`src/rtl/anton_neopixel_stream.sv`:
```
// -----------------------------------------------------------------------------
// anton_neopixel_stream
//
// WS2812 serializer sitting behind the NeoPixel register file. Walks the byte
// buffer (pixelIndex -> pixelByte, read live), sends each bit MSB first as a
// high/low pulse inside a TBIT-cycle slot, then holds the line low for
// RESET_CYCLES and pulses stream_sync_of on the last latch cycle.
//
// Optional feature macro: ANTON_NEOPIXEL_32BIT_EN
//   defined   - reg_ctrl_32bit honoured, every index with [1:0]==3 is skipped
//   undefined - reg_ctrl_32bit ignored, every byte up to the end index is sent
//
// Ports
//   busClk          clock for all logic
//   busReset        asynchronous active-high reset
//   pixelIndex      byte address into the register-file buffer
//   pixelByte       buffer byte at pixelIndex, valid the same cycle
//   reg_max         last byte index when reg_ctrl_limit is set (clamped)
//   reg_ctrl_limit  use reg_max instead of BUFFER_END
//   reg_ctrl_run    start request (level)
//   reg_ctrl_32bit  4 bytes per pixel, 4th byte is padding
//   neoData         serial LED data (registered)
//   state           busy flag, high while a frame or its latch is in flight
//   stream_sync_of  one-cycle pulse on the final latch cycle
// -----------------------------------------------------------------------------
`ifndef BUFFER_END_DEFAULT
`define BUFFER_END_DEFAULT 7
`endif

module anton_neopixel_stream #(
  parameter int unsigned BUFFER_END   = `BUFFER_END_DEFAULT,
  parameter int unsigned T0H          = 8,
  parameter int unsigned T1H          = 16,
  parameter int unsigned TBIT         = 25,
  parameter int unsigned RESET_CYCLES = 1000,
  localparam int unsigned BUFFER_BITS = (BUFFER_END == 0) ? 1 : $clog2(BUFFER_END + 1)
) (
  input  logic                   busClk,
  input  logic                   busReset,
  output logic [BUFFER_BITS-1:0] pixelIndex,
  input  logic [7:0]             pixelByte,
  input  logic [12:0]            reg_max,
  input  logic                   reg_ctrl_limit,
  input  logic                   reg_ctrl_run,
  input  logic                   reg_ctrl_32bit,
  output logic                   neoData,
  output logic                   state,
  output logic                   stream_sync_of
);

  localparam int unsigned CYC_W = (TBIT < 2) ? 1 : $clog2(TBIT);
  localparam int unsigned LAT_W = (RESET_CYCLES < 2) ? 1 : $clog2(RESET_CYCLES);

  typedef enum logic [1:0] {
    StIdle  = 2'd0,
    StBit   = 2'd1,
    StLatch = 2'd2
  } fsm_e;

  fsm_e                   fsm_q, fsm_d;
  logic [BUFFER_BITS-1:0] pixel_idx_q, pixel_idx_d;
  logic [BUFFER_BITS-1:0] last_q, last_d;
  logic [2:0]             bit_cnt_q, bit_cnt_d;
  logic [CYC_W-1:0]       cyc_cnt_q, cyc_cnt_d;
  logic [LAT_W-1:0]       lat_cnt_q, lat_cnt_d;
  logic                   neo_q, neo_d;
  logic                   busy_q, busy_d;
  logic                   sync_q, sync_d;
`ifdef ANTON_NEOPIXEL_32BIT_EN
  logic                   mode32_q, mode32_d;
`else
  logic                   unused_32bit;
  assign unused_32bit = reg_ctrl_32bit;
`endif

  logic [31:0] last_full;
  logic [31:0] idx_next_full;
  logic [31:0] high_cycles;

  // End index for the frame about to start; snapshotted into last_q so later
  // register writes cannot change the current frame length.
  always_comb begin
    if (reg_ctrl_limit && (32'(reg_max) < BUFFER_END)) begin
      last_full = 32'(reg_max);
    end else begin
      last_full = BUFFER_END;
    end
`ifdef ANTON_NEOPIXEL_32BIT_EN
    // A padding byte as the end index means the frame stops one byte earlier.
    if (reg_ctrl_32bit && (last_full[1:0] == 2'b11)) begin
      last_full = last_full - 32'd1;
    end
`endif
  end

  // Next byte address, hopping over padding bytes in 32-bit mode.
  always_comb begin
    idx_next_full = 32'(pixel_idx_q) + 32'd1;
`ifdef ANTON_NEOPIXEL_32BIT_EN
    if (mode32_q && (idx_next_full[1:0] == 2'b11)) begin
      idx_next_full = idx_next_full + 32'd1;
    end
`endif
  end

  assign high_cycles = pixelByte[bit_cnt_q] ? T1H : T0H;

  always_comb begin
    fsm_d       = fsm_q;
    pixel_idx_d = pixel_idx_q;
    last_d      = last_q;
    bit_cnt_d   = bit_cnt_q;
    cyc_cnt_d   = cyc_cnt_q;
    lat_cnt_d   = lat_cnt_q;
    neo_d       = 1'b0;
    sync_d      = 1'b0;
    busy_d      = (fsm_q != StIdle);
`ifdef ANTON_NEOPIXEL_32BIT_EN
    mode32_d    = mode32_q;
`endif

    case (fsm_q)
      StIdle: begin
        if (reg_ctrl_run) begin
          fsm_d       = StBit;
          pixel_idx_d = '0;
          bit_cnt_d   = 3'd7;
          cyc_cnt_d   = '0;
          last_d      = BUFFER_BITS'(last_full);
`ifdef ANTON_NEOPIXEL_32BIT_EN
          mode32_d    = reg_ctrl_32bit;
`endif
        end
      end

      StBit: begin
        neo_d = (32'(cyc_cnt_q) < high_cycles);
        if (cyc_cnt_q == CYC_W'(TBIT - 1)) begin
          cyc_cnt_d = '0;
          // Wraps 0 -> 7, which is exactly the start of the next byte.
          bit_cnt_d = bit_cnt_q - 3'd1;
          if (bit_cnt_q == 3'd0) begin
            if (pixel_idx_q == last_q) begin
              fsm_d     = StLatch;
              lat_cnt_d = '0;
            end else begin
              pixel_idx_d = BUFFER_BITS'(idx_next_full);
            end
          end
        end else begin
          cyc_cnt_d = cyc_cnt_q + CYC_W'(1);
        end
      end

      StLatch: begin
        if (lat_cnt_q == LAT_W'(RESET_CYCLES - 1)) begin
          sync_d = 1'b1;
          fsm_d  = StIdle;
        end else begin
          lat_cnt_d = lat_cnt_q + LAT_W'(1);
        end
      end

      default: begin
        fsm_d = StIdle;
      end
    endcase
  end

  always_ff @(posedge busClk or posedge busReset) begin
    if (busReset) begin
      fsm_q       <= StIdle;
      pixel_idx_q <= '0;
      last_q      <= '0;
      bit_cnt_q   <= '0;
      cyc_cnt_q   <= '0;
      lat_cnt_q   <= '0;
      neo_q       <= 1'b0;
      busy_q      <= 1'b0;
      sync_q      <= 1'b0;
`ifdef ANTON_NEOPIXEL_32BIT_EN
      mode32_q    <= 1'b0;
`endif
    end else begin
      fsm_q       <= fsm_d;
      pixel_idx_q <= pixel_idx_d;
      last_q      <= last_d;
      bit_cnt_q   <= bit_cnt_d;
      cyc_cnt_q   <= cyc_cnt_d;
      lat_cnt_q   <= lat_cnt_d;
      neo_q       <= neo_d;
      busy_q      <= busy_d;
      sync_q      <= sync_d;
`ifdef ANTON_NEOPIXEL_32BIT_EN
      mode32_q    <= mode32_d;
`endif
    end
  end

  assign pixelIndex     = pixel_idx_q;
  assign neoData        = neo_q;
  assign state          = busy_q;
  assign stream_sync_of = sync_q;

endmodule

```
`config.mk`:
```
export PLATFORM = sky130hd
export DESIGN_NAME = anton_neopixel_stream
export DESIGN_NICKNAME = d
export VERILOG_FILES = /design/src/rtl/anton_neopixel_stream.sv
export SDC_FILE = /design/constraint.sdc
export NUM_CORES = 1
export LEC_CHECK = 0
export CAP_MARGIN = 10
export CORE_MARGIN = 2
export CORE_UTILIZATION = 51
export DETAILED_ROUTE_END_ITERATION = 8
export PLACE_DENSITY = 0.9
export SYNTH_ARGS = -nofsm -noshare
export SYNTH_HDL_FRONTEND = slang
export SYNTH_SLANG_ARGS = --single-unit
```
`constraint.sdc`:
```
create_clock -name busClk -period 2.32 [get_ports busClk]
set_input_delay 0.232 -clock busClk [delete_from_list [all_inputs] [get_ports busClk]]
set_output_delay 0.232 -clock busClk [all_outputs]
set_load 0.01 [all_outputs]
```
## Word level (Yosys, flattened, before mapping)

Index checks and enable logic that the tools add are counted.

| storage, ports and cells | value |
|---|---|
| bits in registers | 29 |
| input bits | 26 |
| output and inout bits | 6 |
| word-level logic and storage cells | 69 |

| cells by class | value |
|---|---|
| add/sub/neg operators | 4 |
| magnitude comparators | 3 |
| equality and inequality tests | 12 |
| multiplexer cells | 29 |
| reduce and logical (&&, ||, !) cells | 12 |

Operator list:

| operator | number |
|---|---|
| $mux W10 | 4 |
| $mux W3 | 7 |
| $pmux W10 S2 | 1 |
| $mux W5 | 3 |
| $reduce_and A5 Y1 | 3 |
| $ne A2 B2 Y1 const B | 7 |
| $lt A13 B3 Y1 const B | 1 |
| $pmux W3 S2 | 2 |
| $add A10 B1 Y10 const B | 1 |
| $eq A10 B10 Y1 const B | 1 |
| $mux W2 | 5 |
| $pmux W5 S2 | 1 |
| $pmux W2 S3 | 1 |
| $reduce_bool A2 Y1 | 3 |
| $add A5 B1 Y5 const B | 1 |
| $eq A5 B5 Y1 const B | 1 |
| $lt A5 B5 Y1 | 1 |
| $lt A3 B4 Y1 const B | 1 |
| $mux W1 | 4 |
| $reduce_and A2 Y1 | 2 |
| $add A3 B1 Y3 const B | 1 |
| $bmux W1 S3 | 1 |
| $eq A3 B3 Y1 | 1 |
| $logic_not A3 Y1 | 1 |
| other kinds (6) | 6 |

## Longest topological paths before layout

Gate-level depths: netlist of the first run.

| depth | value |
|---|---|
| depth after elaboration | 5 |
| depth in mapped cells | 7 |

## Least setup slack after synthesis of the first run

OpenSTA, ideal clock, no wires.

| timing path | value |
|---|---|
| path type | register to register |
| start point | reg bit_cnt_q[0] |
| end point | reg lat_cnt_q[3] |
| setup time | 0.134 ns |
| arrival time | 1.587 ns |
| slack | 0.599 ns |
| cell stages (with the launch flop) | 8 |
| buffers on the path | 1 |
| clock period less this slack | 1.721 ns |
| path through | dfrtp_1 -> inv_1 -> ha_1 -> inv_1 -> or4_4 -> o21ai_2 -> buf_6 -> a31oi_1 |

| between the ends | value |
|---|---|
| word-level cells in the longest chain between the ends | 3 |

Ends and longest elaborated chain:

| item | RTL line | text |
|---|---|---|
| start, declared | 63 | `logic [2:0] bit_cnt_q, bit_cnt_d;` |
| start signal, assigned | 188 | `bit_cnt_q <= bit_cnt_d;` |
| $logic_not A3 Y1 | 142 | `if (bit_cnt_q == 3'd0) begin` |
| $ne A2 B2 Y1 (no line) | - |  |
| $reduce_and A5 Y1 (no line) | - |  |
| end signal, assigned | 190 | `lat_cnt_q <= lat_cnt_d;` |
| end, declared | 65 | `logic [LAT_W-1:0] lat_cnt_q, lat_cnt_d;` |

Every way passes these cells.
A chain may end at the register's enable or synchronous reset.

## Final worst setup path of the first run

| timing path | value |
|---|---|
| start point | reg cyc_cnt_q[0] |
| end point | reg lat_cnt_q[6] |

| between the ends | value |
|---|---|
| word-level cells in the longest chain between the ends | 3 |

Ends and longest elaborated chain:

| item | RTL line | text |
|---|---|---|
| start, declared | 64 | `logic [CYC_W-1:0] cyc_cnt_q, cyc_cnt_d;` |
| start signal, assigned | 189 | `cyc_cnt_q <= cyc_cnt_d;` |
| $eq A5 B5 Y1 | 138 | `if (cyc_cnt_q == CYC_W'(TBIT - 1)) begin` |
| $ne A2 B2 Y1 (no line) | - |  |
| $reduce_and A5 Y1 (no line) | - |  |

Every way passes these cells.

==> results by stage, run 1 <==
Outcome:
- The run finished with clean final reports.

Timing:
- The final critical path takes up 89.9% of the cycle.
- The count of endpoints failing hold in the final timing report came to 0.
- At the pin with the least slew margin, the transition time is 0.520 ns.
- Summed over all failing endpoints, the final setup total negative slack is 0 ns.
- The max-slew violation count was 0.
- Hold timing on the final database bottoms out at a slack of 0.253 ns.
- The smallest clock period supported by the final layout is computed as 2.08 ns.
- The clock skew after layout is 0.00731 ns.
- The number of setup violations in the final report is 0.
- The headroom to the max-slew limit is 65.3%.
- Setup repair after global routing left no endpoint under its margin.
- Static timing analysis puts the maximum clock frequency at 0.480 GHz.

Placed design:
- Routability-driven placement finished with a final weighted congestion of 0.816.
- Summed over all nets, the half-perimeter wirelength after detailed placement is 2680 µm.
- Once placement finished, the instance area stood at 1970 µm².
- The number of placed instances, taps included, is 235.
- The number of buffers inserted by port buffering is 30.

Clock tree:
- The register clock-pin slew on the reported worst setup and hold paths is 0.09 ns.
- Hold repair after CTS inserted 0 buffers.
- The clock tree synthesis step divided the H-tree into 2 levels.
- The CTS tree is yes.
- The buffer depth of the longest clock path is 2.
- In this run the post-CTS setup repair buffer count came out at 0.
- The clock reaches the later pin of the worst-skew pair after 0.33 ns.
- The number of buffers created by CTS is 5.
- Clock tree synthesis found a total of 29 sinks.
- The cell sitting at the root of the clock tree is a sky130_fd_sc_hd__clkbuf_4.
- Gates resized during post-CTS repair numbered 0.

Drt:
- Dividing the detail-routed wire length by the instance count gives 14.7 µm.
- For this run, the detailed router's first-pass iteration total came to 4.
- The number of DRC violations after detailed-routing iteration 0 is 35.
- The final route contains 1,418 vias.
- The average vias per placed instance is 5.86.
- The remaining antenna violation count after routing is 0.
- After detailed routing, the number of remaining DRC violations is 0.
- The total wire length after detailed routing is 3560 µm.

Synth:
- The number of register bits inferred by synthesis is 29.
- The synthesized netlist cell count is 161.
- After synthesis, the cell types taking the most area are sky130_fd_sc_hd__dfrtp_1 (45%), sky130_fd_sc_hd__ha_1 (5.4%), sky130_fd_sc_hd__inv_1 (3.5%), sky130_fd_sc_hd__nand2_1 (3.5%), sky130_fd_sc_hd__nand3_1 (2.8%).
- Yosys printed 0 warnings.
- The share of the yosys chip area belonging to registers is 44.9%.
- The cell area that synthesis handed to floorplanning was 1620 µm².
- In this run, synthesis inferred 0 flip-flops with an integrated enable.
- For this run, asynchronously set or reset flops after synthesis account for 100%.
- The synthesized netlist net count is 194.
- The average instance area after synthesis is 10.0 µm².
- Summed over all instances, the cell type with the most area after synthesis is sky130_fd_sc_hd__dfrtp_1.
- The area share of the leading cell type in the synthesized netlist is 44.9%.
- Yosys mapped the design onto 47 distinct sky130hd cell types.
- The most used flip-flop cell after synthesis is sky130_fd_sc_hd__dfrtp_1.

Power and ir drop:
- The power density relative to cell area is 687 nW/µm².
- The highest ir drop seen on vdd is 0.000332 V.
- The leakage dissipation is 0.000842 µW.

Worst setup path:
- Across all register-to-register paths, the minimum setup slack is 0.24 ns.
- The kind of cell adding the most delay to the critical path is simple AND/OR/NAND/NOR gates.
- Of all nets on the critical path, the largest fanout is 11.
- The critical path crosses 6 cells after its start point.
- The number of buffers and inverters on the critical path is 1.
- In this run the critical register-to-register path is launched from cyc_cnt_q[0]$_DFFE_PP0P_.
- The worst setup path is captured at a flip-flop.
- The start point of the critical path is cyc_cnt_q[0]$_DFFE_PP0P_.
- For this design, the slowest cell found on the critical path is sky130_fd_sc_hd__or4_4.
- The signal on the critical path passes through inv_1 > ha_1 > nand4b_2 > or4_4 > o21ai_2 > o221ai_1.
- The launching element type of the critical path is a flip-flop.
- The path type of the worst setup path is reg2reg.
- The data arrival time of the worst path is 2.28 ns.
- On the worst path, the slowest cell contributes a delay of 0.50 ns.
- The number of cells on the worst reg-to-reg path is 6.
- STA puts the critical path data required time at 2.51 ns.

Global routing:
- The total grt overflow is 0.
- The first global-routing pass estimated 5660 µm of wire.
- The overall routing resource usage is 21.5%.
- The initial antenna violation count is 0.
- The via count of the first global-routing pass is 1,328.
- The maximum number of pins on one net before global-route repair is 30.

Layout:
- In the final layout, the share of cells above drive strength 1 is 9.09%.
- The area growth from synthesis to final layout is 25.4%.
- The most common cell after layout, fill and taps aside is sky130_fd_sc_hd__clkdlybuf4s50_1.
- The post-route cell area is 2030 µm².
- The post-layout net count is 231.
- The antenna diode count is 0.
- The number of fill cells in the layout is 255.
- Measured on the finished design, the core utilization comes to 67.0%.
- Once layout is complete, the cells apart from fillers number 242.
- The top cell types in the final layout, fill and taps aside, are sky130_fd_sc_hd__clkdlybuf4s50_1 (30), sky130_fd_sc_hd__dfrtp_1 (29), sky130_fd_sc_hd__inv_1 (15), sky130_fd_sc_hd__nand2_1 (15).

Hold path:
- The min-delay analysis places its worst path in the category in2async.

Floorplan:
- The floorplan step set the die height to 60.3 µm.
- Once the floorplan was initialized, standard cells occupied 53.4% of the core.
- The area of the die is 3640 µm².
- The width of the chip is 60.3 µm.
- The initialized floorplan defines 20 standard-cell rows.
- The total core area is 3030 µm².
- During I/O placement, the number of pins put on the boundary was 32.

Flow run:
- The tool flagged a number of max-cap violations equal to 0.
==> worst register-to-register path, stage by stage (launching register included) <==
cell and delay, ns:
sky130_fd_sc_hd__dfrtp_1 0.41, sky130_fd_sc_hd__inv_1 0.10, sky130_fd_sc_hd__ha_1 0.18, sky130_fd_sc_hd__nand4b_2 0.18, sky130_fd_sc_hd__or4_4 0.50, sky130_fd_sc_hd__o21ai_2 0.41, sky130_fd_sc_hd__o221ai_1 0.16
==> stage by stage <==
step / setup WS (ns) / total power [µW]
after floorplan: 0.599 / 947
after global placement: 0.340 / 1050
after detailed placement: 0.253 / 1090
after CTS: 0.231 / 1400
after global routing: 0.0750 / 1490
final: 0.235 / 1390
==> kinds of logic after synthesis <==
family	Yosys count	synth area share, %
xor+xnor	5	2.71
simple gates	54	18.3
fa+ha+maj	7	5.41
buf+inv	17	4.41
compound gates	42	18.3
mux	7	6.03
flops	29	44.9
==> per-layer routing <==
metal | vias up | wire length [µm] | GRT usage [%]
met5 | - | 0 | 0
met3 | 6 | 196 | 7.79
met4 | 0 | 45 | 8.57
met2 | 45 | 1850 | 36.5
met1 | 697 | 1470 | 24.7
li1 | 670 | - | -
==> where the power goes <==
group	switching, µW	leakage (µW)	internal (µW)
Sequential	88.8	0.000362	583
Clock	172	0.0000314	143
Combinational	171	0.000449	235
==> worst paths after layout <==
path,to
min in group busClk,lat_cnt_q[7]$_DFFE_PP0P_
max,lat_cnt_q[6]$_DFFE_PP0P_
max reg2reg,lat_cnt_q[6]$_DFFE_PP0P_
min reg2reg,lat_cnt_q[7]$_DFFE_PP0P_
min,lat_cnt_q[1]$_DFFE_PP0P_
max in group asynchronous,pixelIndex[1]$_DFFE_PP0P_
==> synth_stat cells (2+ instances only) <==
cell and n:
sky130_fd_sc_hd__a21oi_1 3, sky130_fd_sc_hd__a22o_1 3, sky130_fd_sc_hd__a31oi_1 4, sky130_fd_sc_hd__and3_1 2, sky130_fd_sc_hd__dfrtp_1 29, sky130_fd_sc_hd__ha_1 7, sky130_fd_sc_hd__inv_1 15, sky130_fd_sc_hd__mux2_2 2
sky130_fd_sc_hd__mux2i_1 3, sky130_fd_sc_hd__mux4_2 2, sky130_fd_sc_hd__nand2_1 15, sky130_fd_sc_hd__nand2b_1 3, sky130_fd_sc_hd__nand3_1 9, sky130_fd_sc_hd__nor2_1 5, sky130_fd_sc_hd__nor2b_1 2, sky130_fd_sc_hd__nor3_1 3
sky130_fd_sc_hd__nor4_1 5, sky130_fd_sc_hd__o211ai_1 2, sky130_fd_sc_hd__o21ai_0 9, sky130_fd_sc_hd__o21ai_1 3, sky130_fd_sc_hd__o22a_1 3, sky130_fd_sc_hd__o31a_1 2, sky130_fd_sc_hd__o31ai_1 2, sky130_fd_sc_hd__or3_1 2
sky130_fd_sc_hd__xnor2_1 4
==> flip-flops by register name, summed over array words and instances, names as in the netlist <==
signal	flops
bit_cnt_q	3
cyc_cnt_q	5
fsm_q	2
last_q	3
lat_cnt_q	10
neoData	1
pixelIndex	3
state	1
stream_sync_of	1
==> layout make-up <==
cell class / instances / area [µm²] / area share, %
Multi-Input combinational cell: 115 / 821 / 40.5
Timing Repair Buffer: 32 / 315 / 15.5
Tap cell: 44 / 55.1 / 2.71
Sequential cell: 29 / 726 / 35.8
Clock buffer: 7 / 55.1 / 2.71
Inverter: 15 / 56.3 / 2.78
(Power assumes the default switching activity.)
==> run 2: changes to the inputs <==
==> constraint.sdc (replaced) <==
create_clock -name busClk -period 2.32 [get_ports busClk]
set_input_delay 0.232 -clock busClk [delete_from_list [all_inputs] [get_ports busClk]]
set_output_delay 0.232 -clock busClk [all_outputs]
set_load 0.1 [all_outputs]
==> run 2 against run 1 <==
Compared with the run above:
- maximum frequency is 0.85% higher
- critical path depth did not move
- non-clock buffer count unchanged
- clock skew decreased by 0.0010 ns
- final cell count grew 0.41%
- critical path type unchanged
- highest routed layer unchanged
==> results by stage, run 2 (same netlist as run 1, synthesis figures left out) <==
Outcome:
- The run finished with clean final reports.

Drt:
- The average routed wire per standard cell came to 15.0 µm (+2.2%).
- The remaining antenna violation count after routing is 0 (unchanged).
- The total via count after detailed routing came to 1,419 (+0.071%).
- The remaining design rule violation count came to 0 (unchanged).
- The average vias per placed instance is 5.84 (-0.34%).
- The total wire length after detailed routing came to 3650 µm (+2.7%).
- The detailed-routing iteration count for the pre-antenna-repair pass is 4 (unchanged).
- The number of DRC violations after detailed-routing iteration 0 came to 40 (+14%).

Timing:
- The setup total negative slack is 0 ns (unchanged).
- The count of endpoints failing hold in the final timing report is 0 (unchanged).
- The post-route minimum period is 2.07 ns (-0.0176 ns).
- The worst hold margin is 0.254 ns (+0.000950 ns).
- Setup repair after global routing left no endpoint under its margin.
- The actual slew at the worst max-slew pin came to 0.521 ns (+0.000981 ns).
- The portion of the clock cycle consumed by the worst path in the final layout came to 89.1% (-0.76 points).
- The number of setup violations in the final report is 0 (unchanged).
- The headroom to the max-slew limit is 65.2% (-0.066 points).
- The clock skew after layout is 0.00627 ns (-0.00104 ns).
- The max-slew violation count was 0 (unchanged).
- The maximum achievable frequency is 0.484 GHz (+0.85%).

Worst setup path:
- The capturing point of the worst reg2reg path is lat_cnt_q[6]$_DFFE_PP0P_.
- The critical path capture point is lat_cnt_q[6]$_DFFE_PP0P_.
- The required time of the worst setup path is 2.52 ns (about the same).
- The startpoint of the worst register-to-register path is cyc_cnt_q[0]$_DFFE_PP0P_.
- STA classifies the critical path startpoint as a flip-flop.
- The number of cells on the worst reg-to-reg path was 6 (unchanged).
- The number of buffers and inverters on the critical path is 1 (unchanged).
- The critical path is of the reg2reg type.
- The critical path goes through inv_1 > ha_1 > nand4b_2 > or4_4 > o21ai_2 > o221ai_1.
- The setup slack of the most critical reg-to-reg path is 0.25 ns (+0.02 ns).
- The worst setup path is captured at a flip-flop.
- Among all stages on the critical path, the largest delay is contributed by sky130_fd_sc_hd__or4_4.
- The logic depth of the worst setup path including buffers is 6 (unchanged).
- The kind of cell adding the most delay to the critical path is simple AND/OR/NAND/NOR gates.
- The highest fanout seen on the critical path came to 11 (unchanged).
- The start point of the critical path is cyc_cnt_q[0]$_DFFE_PP0P_.
- The data arrival time of the worst path is 2.27 ns (about the same).
- The delay of the slowest cell on the worst path is 0.51 ns (about the same).

Layout:
- Leaving out fill and tap cells, the most frequent cells in the layout are sky130_fd_sc_hd__dfrtp_1 (29), sky130_fd_sc_hd__clkdlybuf4s50_1 (24), sky130_fd_sc_hd__inv_1 (15), sky130_fd_sc_hd__nand2_1 (15).
- The largest registers in the layout are lat_cnt_q x10, cyc_cnt_q x5.
- The number of fill cells in the layout is 244 (-4.3%).
- Counting flops per register, the top entry is lat_cnt_q.
- The post-layout net count came to 231 (unchanged).
- The register area is 726 µm² (unchanged).
- The fraction of layout cells with a size suffix above 1 is 13.1% (+4.0 points).
- The number of flip-flops under the largest register name is 10 (unchanged).
- The area growth from synthesis to final layout was 25.4% (unchanged).
- The most common cell after layout, fill and taps aside is sky130_fd_sc_hd__dfrtp_1.
- The combined area of the multi-input logic cells came to 821 µm² (unchanged).
- The antenna diode count is 0 (unchanged).

Placed design:
- The global placer's final weighted congestion is 0.768 (-5.8%).
- The placed wire-length estimate after detailed placement came to 2760 µm (+3.0%).
- The number of buffers inserted by port buffering is 30 (unchanged).

Power and ir drop:
- The power density relative to cell area is 749 nW/µm² (+9.0%).
- The leakage dissipation is 0.000856 µW (+1.7%).
- The highest ir drop seen on vdd is 0.000380 V (+15%).

Floorplan:
- The effective utilization at floorplan is 53.4% (unchanged).
- The y dimension of the die came to 60.3 µm (unchanged).
- The width of the chip is 60.3 µm (unchanged).
- The area of the die was 3640 µm² (unchanged).
- The number of placement rows was 20 (unchanged).
- The count of boundary I/O pins is 32 (unchanged).
- The total core area is 3030 µm² (unchanged).

Clock tree:
- The clock latency reported for the late side of the worst-skew pair was 0.34 ns (about the same).
- The buffer depth of the longest clock path is 2 (unchanged).
- The clock tree root buffer cell is sky130_fd_sc_hd__clkbuf_4.
- The count of buffers added by post-CTS timing repair for setup is 0 (unchanged).
- TritonCTS built the clock tree.
- The TritonCTS sink count is 29 (unchanged).
- The post-cts sizing count is 0 (unchanged).
- The register clock-pin slew on the reported worst setup and hold paths is 0.10 ns (about the same).
- The number of H-tree levels is 2 (unchanged).
- The number of hold buffers added after CTS is 0 (unchanged).
- The number of buffers created by CTS is 5 (unchanged).

Global routing:
- The initial antenna violation count is 0 (unchanged).
- The maximum number of pins on one net before global-route repair came to 30 (unchanged).
- The total grt overflow is 0 (unchanged).
- The via count of the first global-routing pass was 1,384 (+4.2%).
- The overall routing resource usage is 22.1% (+0.61 points).
- The wire length of the first global-routing pass came to 5840 µm (+3.2%).

Flow run:
- The max-capacitance violation count is 0 (unchanged).

Hold path:
- The class of the tightest hold or removal check is in2async.
==> run 2: changes by cell type in the layout (fill, tap and decap cells not counted) <==
cell and change:
sky130_fd_sc_hd__clkbuf_8 +1, sky130_fd_sc_hd__clkdlybuf4s50_1 -6, sky130_fd_sc_hd__clkinv_2 +1, sky130_fd_sc_hd__clkbuf_1 -1, sky130_fd_sc_hd__buf_4 +6
==> run 2: final cells by class <==
type | instances | area share (%)
multi-input cells | 115 | 40.5
flip-flops and latches | 29 | 35.8
repair buffers | 32 | 14.8
clock buffers | 7 | 3.21
inverters | 15 | 2.78
well taps | 44 | 2.71
clock inverters | 1 | 0.247
==> run 2: metrics by stage <==
step           util [%]  instance area, µm²  total power [µW]  worst slack (ns)  instances
2_1_floorplan         -                1620              1020             0.480        161
3_3_place_gp       64.7                1960              1120             0.339        235
3_5_place_dp       64.7                1960              1170             0.263        235
4_1_cts            67.0                2030              1530             0.242        243
5_1_grt            67.0                2030              1600             0.110        243
6_report           67.0                2030              1520             0.253        243
==> run 2: how the worst min path moves through the flow <==
stage	start	endpoint	slack, ns
2_1_floorplan	busReset	bit_cnt_q[0]$_DFFE_PP0P_	0.31
3_3_place_gp	lat_cnt_q[7]$_DFFE_PP0P_	lat_cnt_q[7]$_DFFE_PP0P_	0.50
3_5_place_dp	lat_cnt_q[0]$_DFFE_PP0P_	lat_cnt_q[0]$_DFFE_PP0P_	0.51
4_1_cts	busReset	lat_cnt_q[4]$_DFFE_PP0P_	0.26
5_1_grt	busReset	lat_cnt_q[9]$_DFFE_PP0P_	0.29
6_report	busReset	lat_cnt_q[4]$_DFFE_PP0P_	0.25
==> run 2: routing by layer <==
metal | up-vias | routed length (µm) | GRT usage [%]
met1 | 698 | 1440 | 22.6
met5 | - | 0 | 0
li1 | 668 | - | -
met3 | 11 | 193 | 7.14
met4 | 0 | 84 | 12.1
met2 | 42 | 1930 | 39.8
==> run 2: power by group <==
part           switching [µW]  total (µW)  internal [µW]
Sequential               88.3         671            583
Combinational             252         484            232
Clock                     188         363            175
Total                     528        1520            990
==> run 2: worst reg2reg max path: cells and delay by family, from the launching register on <==
kind	cells	cell delay, ns
DFF	1	0.41
AOI/OAI and AO/OA	2	0.55
adders and majority gates	1	0.18
buffers and inverters	1	0.09
and+or+nand+nor	2	0.70
==> run 3: changes to the inputs <==
- CORE_UTILIZATION: 51 -> 38
- DONT_BUFFER_PORTS: unset -> 1
- PLACE_DENSITY: 0.9 -> 0.63
==> run 3 against run 2 <==
Compared with the run above:
- first-iteration DRC count rose by 35%
- power rose by 7.0%
- largest cell class unchanged
- flip-flop and latch count did not move
- critical endpoint unchanged
- worst hold slack got worse by 0.18 ns
==> results by stage, run 3 (same netlist as run 1, synthesis figures left out) <==
Outcome:
- The run finished with clean final reports.

Drt:
- The detailed-routing iteration count for the pre-antenna-repair pass is 6 (+2).
- The remaining antenna violation count after routing was 0 (unchanged).
- The total wire length after detailed routing is 3230 µm (-12%).
- The total via count after detailed routing is 1,264 (-11%).
- The remaining design rule violation count came to 0 (unchanged).
- The number of DRC violations after detailed-routing iteration 0 is 54 (+35%).
- The average vias per placed instance is 5.67 (-2.9%).
- The average routed wire per standard cell is 14.5 µm (-3.8%).

Flow run:
- The max-capacitance violation count was 0 (unchanged).

Clock tree:
- The number of H-tree levels is 2 (unchanged).
- TritonCTS built the clock tree.
- The register clock-pin slew on the reported worst setup and hold paths is 0.07 ns (-0.03 ns).
- In this run the clock root is driven by a sky130_fd_sc_hd__clkbuf_8.
- The clock latency reported for the late side of the worst-skew pair came to 0.29 ns (-0.05 ns).
- The number of hold buffers added after CTS is 1 (+1).
- The count of buffers added by post-CTS timing repair for setup is 0 (unchanged).
- The buffer depth of the longest clock path is 2 (unchanged).
- The TritonCTS sink count was 29 (unchanged).
- The post-cts sizing count is 0 (unchanged).
- The number of buffers created by CTS is 5 (unchanged).

Floorplan:
- The width of the chip is 69.3 µm (+15%).
- The area of the die is 4800 µm² (+32%).
- The count of boundary I/O pins came to 32 (unchanged).
- The total core area came to 4060 µm² (+34%).
- The y dimension of the die is 69.3 µm (+15%).
- The effective utilization at floorplan came to 39.9% (-14 points).
- The number of placement rows is 23 (+15%).

Layout:
- The register containing the most flip-flops in the final layout is lat_cnt_q.
- In the final layout, the registers with the most flip-flops are lat_cnt_q x10, cyc_cnt_q x5.
- The top cell types in the final layout, fill and taps aside, are sky130_fd_sc_hd__dfrtp_1 (29), sky130_fd_sc_hd__inv_1 (15), sky130_fd_sc_hd__nand2_1 (15).
- The number of flip-flops under the largest register name came to 10 (unchanged).
- The post-layout net count is 205 (-11%).
- The area growth from synthesis to final layout is 13.1%.
- The most common cell after layout, fill and taps aside is sky130_fd_sc_hd__dfrtp_1.
- The fraction of layout cells with a size suffix above 1 is 12.7% (-0.35 points).
- The antenna diode count came to 0 (unchanged).

Worst setup path:
- The highest fanout seen on the critical path is 11 (unchanged).
- Among cell families on the critical path, the largest total delay comes from simple AND/OR/NAND/NOR gates.
- The critical path's slowest cell is sky130_fd_sc_hd__or4_4.
- The number of buffers and inverters on the critical path came to 1 (unchanged).
- STA classifies the critical path endpoint as a flip-flop.
- The data arrival time of the worst path was 2.24 ns (-0.03 ns).
- The required time of the worst setup path is 2.47 ns (-0.05 ns).
- The worst setup path is of the reg2reg kind.
- The worst setup path is launched from a flip-flop.
- The delay of the slowest cell on the worst path came to 0.50 ns (about the same).
- The critical path goes through inv_1 > ha_1 > nand4b_2 > or4_4 > o21ai_2 > o221ai_1.

Global routing:
- The total grt overflow is 0 (unchanged).
- The overall routing resource usage is 14.9% (-7.2 points).
- met2 is the most crowded layer.
- The initial antenna violation count is 0 (unchanged).
- The global-route track usage on met3 came to 4.07% (-3.1 points).
- The met1 usage is 18.0% (-4.6 points).
- The maximum number of pins on one net before global-route repair is 30 (unchanged).
- The via count of the first global-routing pass is 1,297 (-6.3%).
- The wire length of the first global-routing pass is 5850 µm (+0.12%).
- The met2 global-route usage was 24.3% (-15 points).

Timing:
- The setup total negative slack came to 0 ns (unchanged).
- The actual slew at the worst max-slew pin was 0.878 ns (+0.357 ns).
- The maximum achievable frequency is 0.478 GHz (-1.2%).
- The headroom to the max-slew limit came to 41.5% (-24 points).
- Setup repair after global routing left no endpoint under its margin.
- The portion of the clock cycle consumed by the worst path in the final layout is 90.1% (+1.0 points).
- The count of endpoints failing hold in the final timing report was 0 (unchanged).
- The post-route minimum period is 2.09 ns (+0.0241 ns).
- The clock skew after layout is 0.00902 ns (+0.00275 ns).
- The max-slew violation count is 0 (unchanged).
- The number of setup violations in the final report is 0 (unchanged).
- The worst hold margin is 0.0753 ns (-0.179 ns).

Placed design:
- The number of buffers inserted by port buffering is 0 (-100%).
- The global placer's final weighted congestion is 0.847 (+10%).
- The placed wire-length estimate after detailed placement is 2370 µm (-14%).

Power and ir drop:
- The leakage dissipation is 0.000769 µW (-10%).
- The power density relative to cell area is 888 nW/µm² (+19%).
- The highest ir drop seen on vdd came to 0.000352 V (-7.5%).

Hold path:
- In this run the worst hold path is classified as in2reg.
## run 3: final cells by class
| cell class | instances | area, µm² |
|---|---|---|
| fillers | 376 | 2230 |
| multi-input cells | 115 | 821 |
| flip-flops and latches | 29 | 726 |
| clock buffers | 7 | 86.3 |
| well taps | 50 | 62.6 |
| inverters | 15 | 56.3 |
| repair buffers | 6 | 47.5 |
| clock inverters | 1 | 30.0 |
## run 3: stage by stage
| stage | worst slack (ns) | cell area (µm²) | utilization [%] | cells | total power [µW] |
|---|---|---|---|---|---|
| after detailed placement | 0.234 | 1700 | 42.0 | 214 | 1100 |
| after floorplan | 0.480 | 1620 | - | 161 | 1020 |
| final | 0.229 | 1830 | 45.1 | 223 | 1630 |
| after global routing | 0.0507 | 1830 | 45.1 | 223 | 1730 |
| after CTS | 0.219 | 1830 | 45.1 | 223 | 1650 |
| after global placement | 0.293 | 1700 | 42.0 | 214 | 1070 |
## run 3: layer usage
metal  vias to the layer above  share of wire, %
met1                       614                45
met2                        24                49
li1                        619                 -
met5                         -                 0
met4                         0               2.2
met3                         7               4.2
## run 3: power by group
part	internal [µW]	total (µW)	switching (µW)
logic	186	350	164
clock network	350	542	192
registers	583	733	150
total	1120	1630	506
## run 3: path summary, 6_finish.rpt
path	start	to	slack, ns	cells after the start
worst max-delay path	cyc_cnt_q[0]$_DFFE_PP0P_	lat_cnt_q[6]$_DFFE_PP0P_	0.23	6
worst min-delay path	reg_max[2]	last_q[2]$_DFFE_PP0P_	0.08	1
worst max register to register	cyc_cnt_q[0]$_DFFE_PP0P_	lat_cnt_q[6]$_DFFE_PP0P_	0.23	6
worst min register to register	lat_cnt_q[0]$_DFFE_PP0P_	lat_cnt_q[0]$_DFFE_PP0P_	0.50	1
max in group asynchronous	busReset	lat_cnt_q[0]$_DFFE_PP0P_	1.57	3
min in group asynchronous	busReset	cyc_cnt_q[0]$_DFFE_PP0P_	0.46	3
